$ cat src/rtl/gate_pkg.sv
// Shared types and encodings for the barrier gate arbiter: FSM states,
// one-hot gate drive codes and the command values requesters may issue.
package gate_pkg;

  typedef enum logic [1:0] {
    ST_IDLE  = 2'd0,
    ST_RAISE = 2'd1,
    ST_LOWER = 2'd2,
    ST_GUARD = 2'd3
  } gate_state_e;

  localparam logic [2:0] CTRL_STOP = 3'b001;
  localparam logic [2:0] CTRL_HIGH = 3'b010;
  localparam logic [2:0] CTRL_LOW  = 3'b100;

  localparam logic [31:0] CMD_SINGLE = 32'd1;
  localparam logic [31:0] CMD_DOUBLE = 32'd2;

  function automatic logic [2:0] ctrl_for_state(input gate_state_e s);
    logic [2:0] c;
    case (s)
      ST_RAISE: c = CTRL_HIGH;
      ST_LOWER: c = CTRL_LOW;
      default:  c = CTRL_STOP;
    endcase
    return c;
  endfunction

  function automatic logic cmd_is_valid(input logic [31:0] cmd);
    return (cmd == CMD_SINGLE) || (cmd == CMD_DOUBLE);
  endfunction

endpackage

$ cat src/rtl/gate_arbiter_if.sv
// Requester-side bundle of the gate arbiter: request/command inputs,
// per-requester ack/err pulses and the gate drive outputs.
interface gate_arbiter_if #(
  parameter int NREQ = 4
);
  localparam int IW = $clog2(NREQ);

  logic [NREQ-1:0]      req_valid;
  logic [32*NREQ-1:0]   req_cmd;
  logic                 abort;
  logic [NREQ-1:0]      req_ack;
  logic [NREQ-1:0]      req_err;
  logic [2:0]           ctrl_out;
  logic                 busy;
  logic [IW-1:0]        grant_id;

  modport master (
    output req_valid, req_cmd, abort,
    input  req_ack, req_err, ctrl_out, busy, grant_id
  );

  modport slave (
    input  req_valid, req_cmd, abort,
    output req_ack, req_err, ctrl_out, busy, grant_id
  );

endinterface

$ cat src/rtl/rr_arbiter.sv
// Combinational round-robin pick: first asserted request at or after the
// pointer, wrapping. The pointer register is owned by the caller.
module rr_arbiter #(
  parameter int NREQ = 4,
  parameter int IW   = $clog2(NREQ)
) (
  input  logic [NREQ-1:0] i_req,
  input  logic [IW-1:0]   i_ptr,
  output logic [NREQ-1:0] o_grant,
  output logic [IW-1:0]   o_idx,
  output logic            o_valid
);

  logic [NREQ-1:0] w_rot;
  logic [IW-1:0]   w_sel [NREQ];

  // w_rot[k] is the request sitting k places after the pointer
  for (genvar gi = 0; gi < NREQ; gi++) begin : g_rot
    logic [IW:0] w_pos;
    assign w_pos     = {1'b0, i_ptr} + (IW+1)'(gi);
    assign w_sel[gi] = (w_pos >= (IW+1)'(NREQ)) ? IW'(w_pos - (IW+1)'(NREQ))
                                                 : IW'(w_pos);
    assign w_rot[gi] = i_req[w_sel[gi]];
  end

  always_comb begin
    o_valid = 1'b0;
    o_idx   = '0;
    for (int k = NREQ - 1; k >= 0; k--) begin
      if (w_rot[k]) begin
        o_valid = 1'b1;
        o_idx   = w_sel[k];
      end
    end
    o_grant = '0;
    if (o_valid) o_grant[o_idx] = 1'b1;
  end

endmodule

$ cat src/rtl/gate_arbiter.sv
// Round-robin owner of a single barrier gate: grants one requester at a time
// and sequences the gate drive through raise, lower and guard phases.
module gate_arbiter
  import gate_pkg::*;
#(
  parameter int NREQ      = 4,
  parameter int OPEN_CYC  = 6,
  parameter int CLOSE_CYC = 6,
  parameter int GUARD_CYC = 2,
  parameter int CW        = 8
) (
  input  logic           clk,
  input  logic           rst_n,
  gate_arbiter_if.slave  bus
);

  localparam int IW = $clog2(NREQ);

  localparam logic [CW-1:0] RAISE1_LAST = CW'(OPEN_CYC - 1);
  localparam logic [CW-1:0] RAISE2_LAST = CW'(2 * OPEN_CYC - 1);
  localparam logic [CW-1:0] LOWER_LAST  = CW'(CLOSE_CYC - 1);
  localparam logic [CW-1:0] GUARD_LAST  = CW'(GUARD_CYC - 1);

  gate_state_e     r_state;
  logic [CW-1:0]   r_cnt;
  logic [IW-1:0]   r_ptr;
  logic [IW-1:0]   r_grant_id;
  logic            r_double;
  logic [NREQ-1:0] r_ack;
  logic [NREQ-1:0] r_err;
  logic [2:0]      r_ctrl;
  logic            r_busy;

  gate_state_e     w_state_next;
  logic [CW-1:0]   w_cnt_next;
  logic [IW-1:0]   w_ptr_next;
  logic [IW-1:0]   w_grant_id_next;
  logic            w_double_next;
  logic [NREQ-1:0] w_ack_next;
  logic [NREQ-1:0] w_err_next;
  logic [2:0]      w_ctrl_next;
  logic            w_busy_next;

  logic [NREQ-1:0] w_arb_grant;
  logic [IW-1:0]   w_arb_idx;
  logic            w_arb_valid;
  logic [31:0]     w_cmd;
  logic [CW-1:0]   w_raise_last;

  rr_arbiter #(
    .NREQ (NREQ),
    .IW   (IW)
  ) u_rr (
    .i_req   (bus.req_valid),
    .i_ptr   (r_ptr),
    .o_grant (w_arb_grant),
    .o_idx   (w_arb_idx),
    .o_valid (w_arb_valid)
  );

  always_comb begin
    w_cmd = '0;
    for (int i = 0; i < NREQ; i++) begin
      if (w_arb_idx == IW'(i)) w_cmd = bus.req_cmd[32*i +: 32];
    end
  end

  assign w_raise_last = r_double ? RAISE2_LAST : RAISE1_LAST;

  always_comb begin
    w_state_next    = r_state;
    w_cnt_next      = r_cnt;
    w_ptr_next      = r_ptr;
    w_grant_id_next = r_grant_id;
    w_double_next   = r_double;
    w_ack_next      = '0;
    w_err_next      = '0;

    case (r_state)
      ST_IDLE: begin
        if (!bus.abort && w_arb_valid) begin
          // the pointer advances on rejections too, so a bad command cannot starve others
          w_ptr_next = (w_arb_idx == IW'(NREQ - 1)) ? '0 : w_arb_idx + IW'(1);
          if (cmd_is_valid(w_cmd)) begin
            w_state_next    = ST_RAISE;
            w_cnt_next      = '0;
            w_ack_next      = w_arb_grant;
            w_grant_id_next = w_arb_idx;
            w_double_next   = (w_cmd == CMD_DOUBLE);
          end else begin
            w_err_next = w_arb_grant;
          end
        end
      end
      ST_RAISE: begin
        if (bus.abort || r_cnt == w_raise_last) begin
          w_state_next = ST_LOWER;
          w_cnt_next   = '0;
        end else begin
          w_cnt_next = r_cnt + CW'(1);
        end
      end
      ST_LOWER: begin
        if (r_cnt == LOWER_LAST) begin
          w_state_next = ST_GUARD;
          w_cnt_next   = '0;
        end else begin
          w_cnt_next = r_cnt + CW'(1);
        end
      end
      ST_GUARD: begin
        if (r_cnt == GUARD_LAST) begin
          w_state_next = ST_IDLE;
          w_cnt_next   = '0;
        end else begin
          w_cnt_next = r_cnt + CW'(1);
        end
      end
      default: begin
        w_state_next = ST_IDLE;
        w_cnt_next   = '0;
      end
    endcase

    // outputs are registered from the next state so they line up with it
    w_ctrl_next = ctrl_for_state(w_state_next);
    w_busy_next = (w_state_next != ST_IDLE);
  end

  always_ff @(posedge clk or negedge rst_n) begin
    if (!rst_n) begin
      r_state    <= ST_IDLE;
      r_cnt      <= '0;
      r_ptr      <= '0;
      r_grant_id <= '0;
      r_double   <= 1'b0;
      r_ack      <= '0;
      r_err      <= '0;
      r_ctrl     <= CTRL_STOP;
      r_busy     <= 1'b0;
    end else begin
      r_state    <= w_state_next;
      r_cnt      <= w_cnt_next;
      r_ptr      <= w_ptr_next;
      r_grant_id <= w_grant_id_next;
      r_double   <= w_double_next;
      r_ack      <= w_ack_next;
      r_err      <= w_err_next;
      r_ctrl     <= w_ctrl_next;
      r_busy     <= w_busy_next;
    end
  end

  assign bus.req_ack  = r_ack;
  assign bus.req_err  = r_err;
  assign bus.ctrl_out = r_ctrl;
  assign bus.busy     = r_busy;
  assign bus.grant_id = r_grant_id;

endmodule

$ cat src/flat_wrapper.sv
// flat-port wrapper written by rule: the top's interface ports become plain ports
module gate_arbiter_flat import gate_pkg::*;
#(
  parameter int NREQ      = 4,
  parameter int OPEN_CYC  = 6,
  parameter int CLOSE_CYC = 6,
  parameter int GUARD_CYC = 2,
  parameter int CW        = 8
)
  (clk, rst_n, bus_req_valid, bus_req_cmd, bus_abort, bus_req_ack, bus_req_err, bus_ctrl_out, bus_busy, bus_grant_id);
  gate_arbiter_if #(.NREQ(NREQ)) bus_i ();
  input  logic clk;
  input  logic rst_n;
  input wire logic [$bits(bus_i.req_valid)-1:0] bus_req_valid;
  input wire logic [$bits(bus_i.req_cmd)-1:0] bus_req_cmd;
  input wire logic [$bits(bus_i.abort)-1:0] bus_abort;
  output wire logic [$bits(bus_i.req_ack)-1:0] bus_req_ack;
  output wire logic [$bits(bus_i.req_err)-1:0] bus_req_err;
  output wire logic [$bits(bus_i.ctrl_out)-1:0] bus_ctrl_out;
  output wire logic [$bits(bus_i.busy)-1:0] bus_busy;
  output wire logic [$bits(bus_i.grant_id)-1:0] bus_grant_id;
  assign bus_i.req_valid = bus_req_valid;
  assign bus_i.req_cmd = bus_req_cmd;
  assign bus_i.abort = bus_abort;
  assign bus_req_ack = bus_i.req_ack;
  assign bus_req_err = bus_i.req_err;
  assign bus_ctrl_out = bus_i.ctrl_out;
  assign bus_busy = bus_i.busy;
  assign bus_grant_id = bus_i.grant_id;
  gate_arbiter #(.NREQ(NREQ), .OPEN_CYC(OPEN_CYC), .CLOSE_CYC(CLOSE_CYC), .GUARD_CYC(GUARD_CYC), .CW(CW)) u_core (.clk(clk), .rst_n(rst_n), .bus(bus_i));
endmodule
$ cat config.mk
export PLATFORM = sky130hd
export DESIGN_NAME = gate_arbiter_flat
export DESIGN_NICKNAME = d
export VERILOG_FILES = /design/src/rtl/gate_pkg.sv /design/src/rtl/gate_arbiter_if.sv /design/src/rtl/rr_arbiter.sv /design/src/rtl/gate_arbiter.sv /design/src/flat_wrapper.sv
export SDC_FILE = /design/constraint.sdc
export NUM_CORES = 1
export LEC_CHECK = 0
export CAP_MARGIN = 20
export CORE_MARGIN = 2
export CORE_UTILIZATION = 31
export CTS_CLUSTER_DIAMETER = 200
export CTS_CLUSTER_SIZE = 10
export DETAILED_ROUTE_END_ITERATION = 6
export GPL_TIMING_DRIVEN = 0
export PLACE_DENSITY = 0.77
export SYNTH_ARGS = -nofsm -noshare
export SYNTH_HDL_FRONTEND = slang
export SYNTH_HIERARCHICAL = 1
export SYNTH_SLANG_ARGS = --single-unit
$ cat constraint.sdc
create_clock -name clk -period 3.4 [get_ports clk]
set_clock_uncertainty 0.15 [all_clocks]
set_input_delay 0.51 -clock clk [delete_from_list [all_inputs] [get_ports clk]]
set_output_delay 0.51 -clock clk [all_outputs]
set_load 0.05 [all_outputs]
==> results.md <==
* CTS tree: yes
* Worst hold path startpoint: u_core/bus.grant_id[1]
* ANT cells at 0
* Hold-fix buffers, CTS at 0
* Final period utilization at 0.971
* Ys flop type: dfrtp_1
* Clock Tree Root: clkbuf_8
* Max_slew headroom at 0.590
* Initial antenna violation count at 0
* Filler instances at between 500 and 600
* Final setup fails at 0
* R2R Path Start: u_core/r_ptr[1]
* Initial DRC Count at between 100 and 150
* Hold path cells at 1
* Via Count at 2,473
* Share of cells above drive strength 1 at 0.147
* Worst VDD drop at roughly 470 µV
* Largest net degree at the start of global routing at 17
* Drt total wl at around 7800 µm
* Data arrival, critical path at about 3.4 ns
* Crit path capture type: flip-flop
* Maxcap violations at 0
* CTS Buf Count at 3
* Synth Cell Area at a little over 2000 µm²
* Row count at 29
* H-tree depth at 1
* Min cycle time layout at approximately 3.3 ns
* FF-to-FF End: u_core/bus.ctrl_out[0]
* Crit path launch type: flip-flop
* First-pass DRT Iterations at 7
* Worst-path fanout max at 9
* Starting Density at 0.320
* Congestion Overflow GR at 0
* Max Root-Sink Buffers at 2
* Syn Inst Count at between 200 and 250
* Post-route DRC at 0
* Fmax at roughly 0.3 GHz
* Sinks on Clock Net at 27
* GRT Total Usage at 0.199
* Clk pin slew, worst setup/hold paths at 0.09 ns
* Slew Viols, Final at 0
* P per Cell Area at roughly 530 nW/µm²
* Final design utilization at 0.615
* WL/cell at about 16 µm
* Final Hold Vio Count at 0
* Hold Crit Class: reg2reg
* Synthesis Warnings at 6
* Core ar. at 6350 µm²
* Post-layout net count at 552
* GPL Wtd Cong at about 0.9
* Layout area overhead at 92.1%
* Input/output buffers at around 150
* Vias/cell at about 5.1
* Die area at 7230 µm²
* Die Height at approximately 85 µm
* Async SR Flop Fraction at 1.00
* P_leak at between 1.5 and 2 nW
* R2R Setup Slk at about 0.1 ns
* Clock Latency Late Sink at between 0.2 and 0.3 ns
* Seq cells post-synth at 27
* Post-synth EDFFs at 0
* Vias in the first global route at approximately 2,400
* Reg2Reg Depth at 14
* TNS Setup at 0 ns
* Unique masters post-synth at 56
* First-pass GRT wire length at between 10,000 and 15,000 µm
* Synth Area per Inst at ~8.5 µm²
* Worst path required time at between 3 and 4 ns
* Total I/O pin count at roughly 150
* Die W at roughly 85 µm
* Syn_nets at roughly 380
* Slew @ Worst Pin at just over 0.6 ns
* Remaining antenna violation count at 0
* Seq/Total Area, Yosys at 0.333
* HPWL after detailed placement at roughly 6300 µm
* Critical path type: reg2reg
* Status: complete, no violations
* Hold endpoint: u_core/bus.grant_id[1]
==> report_power, final <==
part           switching (W)  internal, W
registers          0.0000760     0.000410
logic               0.000727     0.000678
clock network       0.000101    0.0000832
==> registers in the layout (all words and copies together) (netlist names) <==
signal               flops
u_core/bus.req_ack       4
u_core/r_double          1
u_core/bus.grant_id      2
u_core/bus.ctrl_out      3
u_core/bus.busy          1
u_core/bus.req_err       4
u_core/r_state           2
u_core/r_ptr             2
u_core/r_cnt             8
==> how the worst max path moves through the flow <==
stage	from	endpoint	slack (ns)	cells after the start
after floorplan	bus_req_valid[0]	u_core/bus.ctrl_out[0]	0.02	15
after detailed placement	bus_req_valid[3]	u_core/bus.ctrl_out[0]	-0.71	14
after global routing	u_core/r_ptr[1]	u_core/bus.ctrl_out[0]	-0.04	14
after CTS	u_core/r_ptr[1]	u_core/r_cnt[1]	0.002	13
after global placement	bus_req_valid[3]	u_core/bus.ctrl_out[0]	-0.62	14
final	u_core/r_ptr[1]	u_core/bus.ctrl_out[0]	0.1	14
==> area by class of cell <==
cell class              instances  area [µm²]  share of cell area
repair buffers                165        1620               0.415
multi-input cells             185        1330               0.341
flip-flops and latches         27         678               0.174
well taps                      77        96.3              0.0247
inverters                      19        73.8              0.0189
plain buffers                   7        56.3              0.0144
clock buffers                   3        41.3              0.0106
clock inverters                 1        7.51             0.00192
==> repair_timing <==
action	CTS	global route
endpoints found under the setup margin	19	13
pin swaps	3	5
gates resized for setup	11	13
setup buffers	6	13
==> Yosys cell counts, types with 2 or more instances <==
cell type | instances | area, µm²
nand3b_1 | 2 | 15.0
and3_1 | 5 | 31.3
buf_4 | 2 | 15.0
o21ai_1 | 3 | 15.0
nand3_1 | 8 | 40.0
mux2i_1 | 3 | 30.0
o41ai_1 | 2 | 17.5
nor3_1 | 3 | 15.0
nand2b_1 | 3 | 18.8
mux2_2 | 2 | 22.5
and2_1 | 6 | 37.5
dfrtp_1 | 26 | 651
o21ai_0 | 19 | 95.1
buf_6 | 4 | 45.0
o22ai_1 | 3 | 18.8
inv_1 | 18 | 67.6
o31ai_1 | 2 | 15.0
nor2_1 | 21 | 78.8
a21oi_1 | 6 | 30.0
or3b_2 | 2 | 17.5
nor4_1 | 28 | 175
nand4_1 | 3 | 18.8
a31oi_1 | 5 | 31.3
o221a_2 | 2 | 22.5
clkbuf_1 | 2 | 7.51
ha_1 | 9 | 113
nor2b_1 | 7 | 43.8
nand2_1 | 13 | 48.8
xnor2_1 | 2 | 17.5
a21boi_1 | 2 | 15.0
==> per-layer routing <==
layer  GRT usage  part of all wire
met1       0.260              0.43
met4      0.0418             0.015
met5           0                 0
met3      0.0311             0.056
met2       0.348              0.50
==> critical path, cell delays in order (launching register included) <==
cell and delay (ns):
dfrtp_1 0.38, buf_6 0.13, mux2i_1 0.22, o22ai_2 0.12, a31oi_4 0.22, ha_2 0.21
buf_6 0.13, inv_4 0.04, o32a_1 0.30, a21oi_2 0.15, nand4_2 0.15, or3_4 0.45
o221a_4 0.25, ha_1 0.29, inv_1 0.05
==> cell usage in the layout (no fill, tap or decap), drive strengths merged, types with 2 or more instances in the layout <==
| cell | synthesis | routed |
|---|---|---|
| inv | 19 | 19 |
| o31ai | 2 | 2 |
| nand4 | 4 | 4 |
| nand3b | 2 | 2 |
| nor4 | 29 | 29 |
| nand2b | 3 | 3 |
| mux2i | 3 | 3 |
| a21boi | 3 | 3 |
| clkbuf | 2 | 5 |
| or3b | 2 | 2 |
| o221a | 3 | 3 |
| dfrtp | 26 | 26 |
| a31oi | 5 | 5 |
| and3 | 5 | 5 |
| buf | 6 | 25 |
| and2 | 6 | 6 |
| xnor2 | 2 | 2 |
| clkdlybuf4s50 | 0 | 144 |
| nand3 | 8 | 8 |
| nor2b | 7 | 7 |
| o22ai | 3 | 3 |
| o21ai | 22 | 22 |
| nor3 | 3 | 3 |
| nor2 | 21 | 21 |
| o41ai | 3 | 3 |
| mux2 | 2 | 2 |
| nand2 | 13 | 13 |
| a21oi | 7 | 7 |
| ha | 9 | 9 |
==> cells by family after synthesis <==
kind of cell	share of synthesized area
adder cells (fa/ha/maj)	0.0554
flip-flops	0.333
multiplexers	0.0258
XOR/XNOR	0.00861
AO/OA/AOI/OAI	0.210
buffers and inverters	0.0695
AND/OR/NAND/NOR	0.298
==> stage by stage <==
| stage | area (µm²) | hold WS (ns) | std cells | power [W] | worst slack, ns |
|---|---|---|---|---|---|
| 2_1_floorplan | 2040 | 0.0644 | 239 | 0.00118 | 0.0164 |
| 5_1_grt | 3910 | 0.419 | 484 | 0.00222 | -0.0393 |
| 4_1_cts | 3750 | 0.393 | 472 | 0.00184 | 0.00199 |
| 3_3_place_gp | 3590 | 0.358 | 461 | 0.00154 | -0.623 |
| 3_5_place_dp | 3620 | 0.362 | 462 | 0.00158 | -0.712 |
| 6_report | 3910 | 0.391 | 484 | 0.00208 | 0.0996 |
No activity file was read; power rests on OpenSTA's default activity.
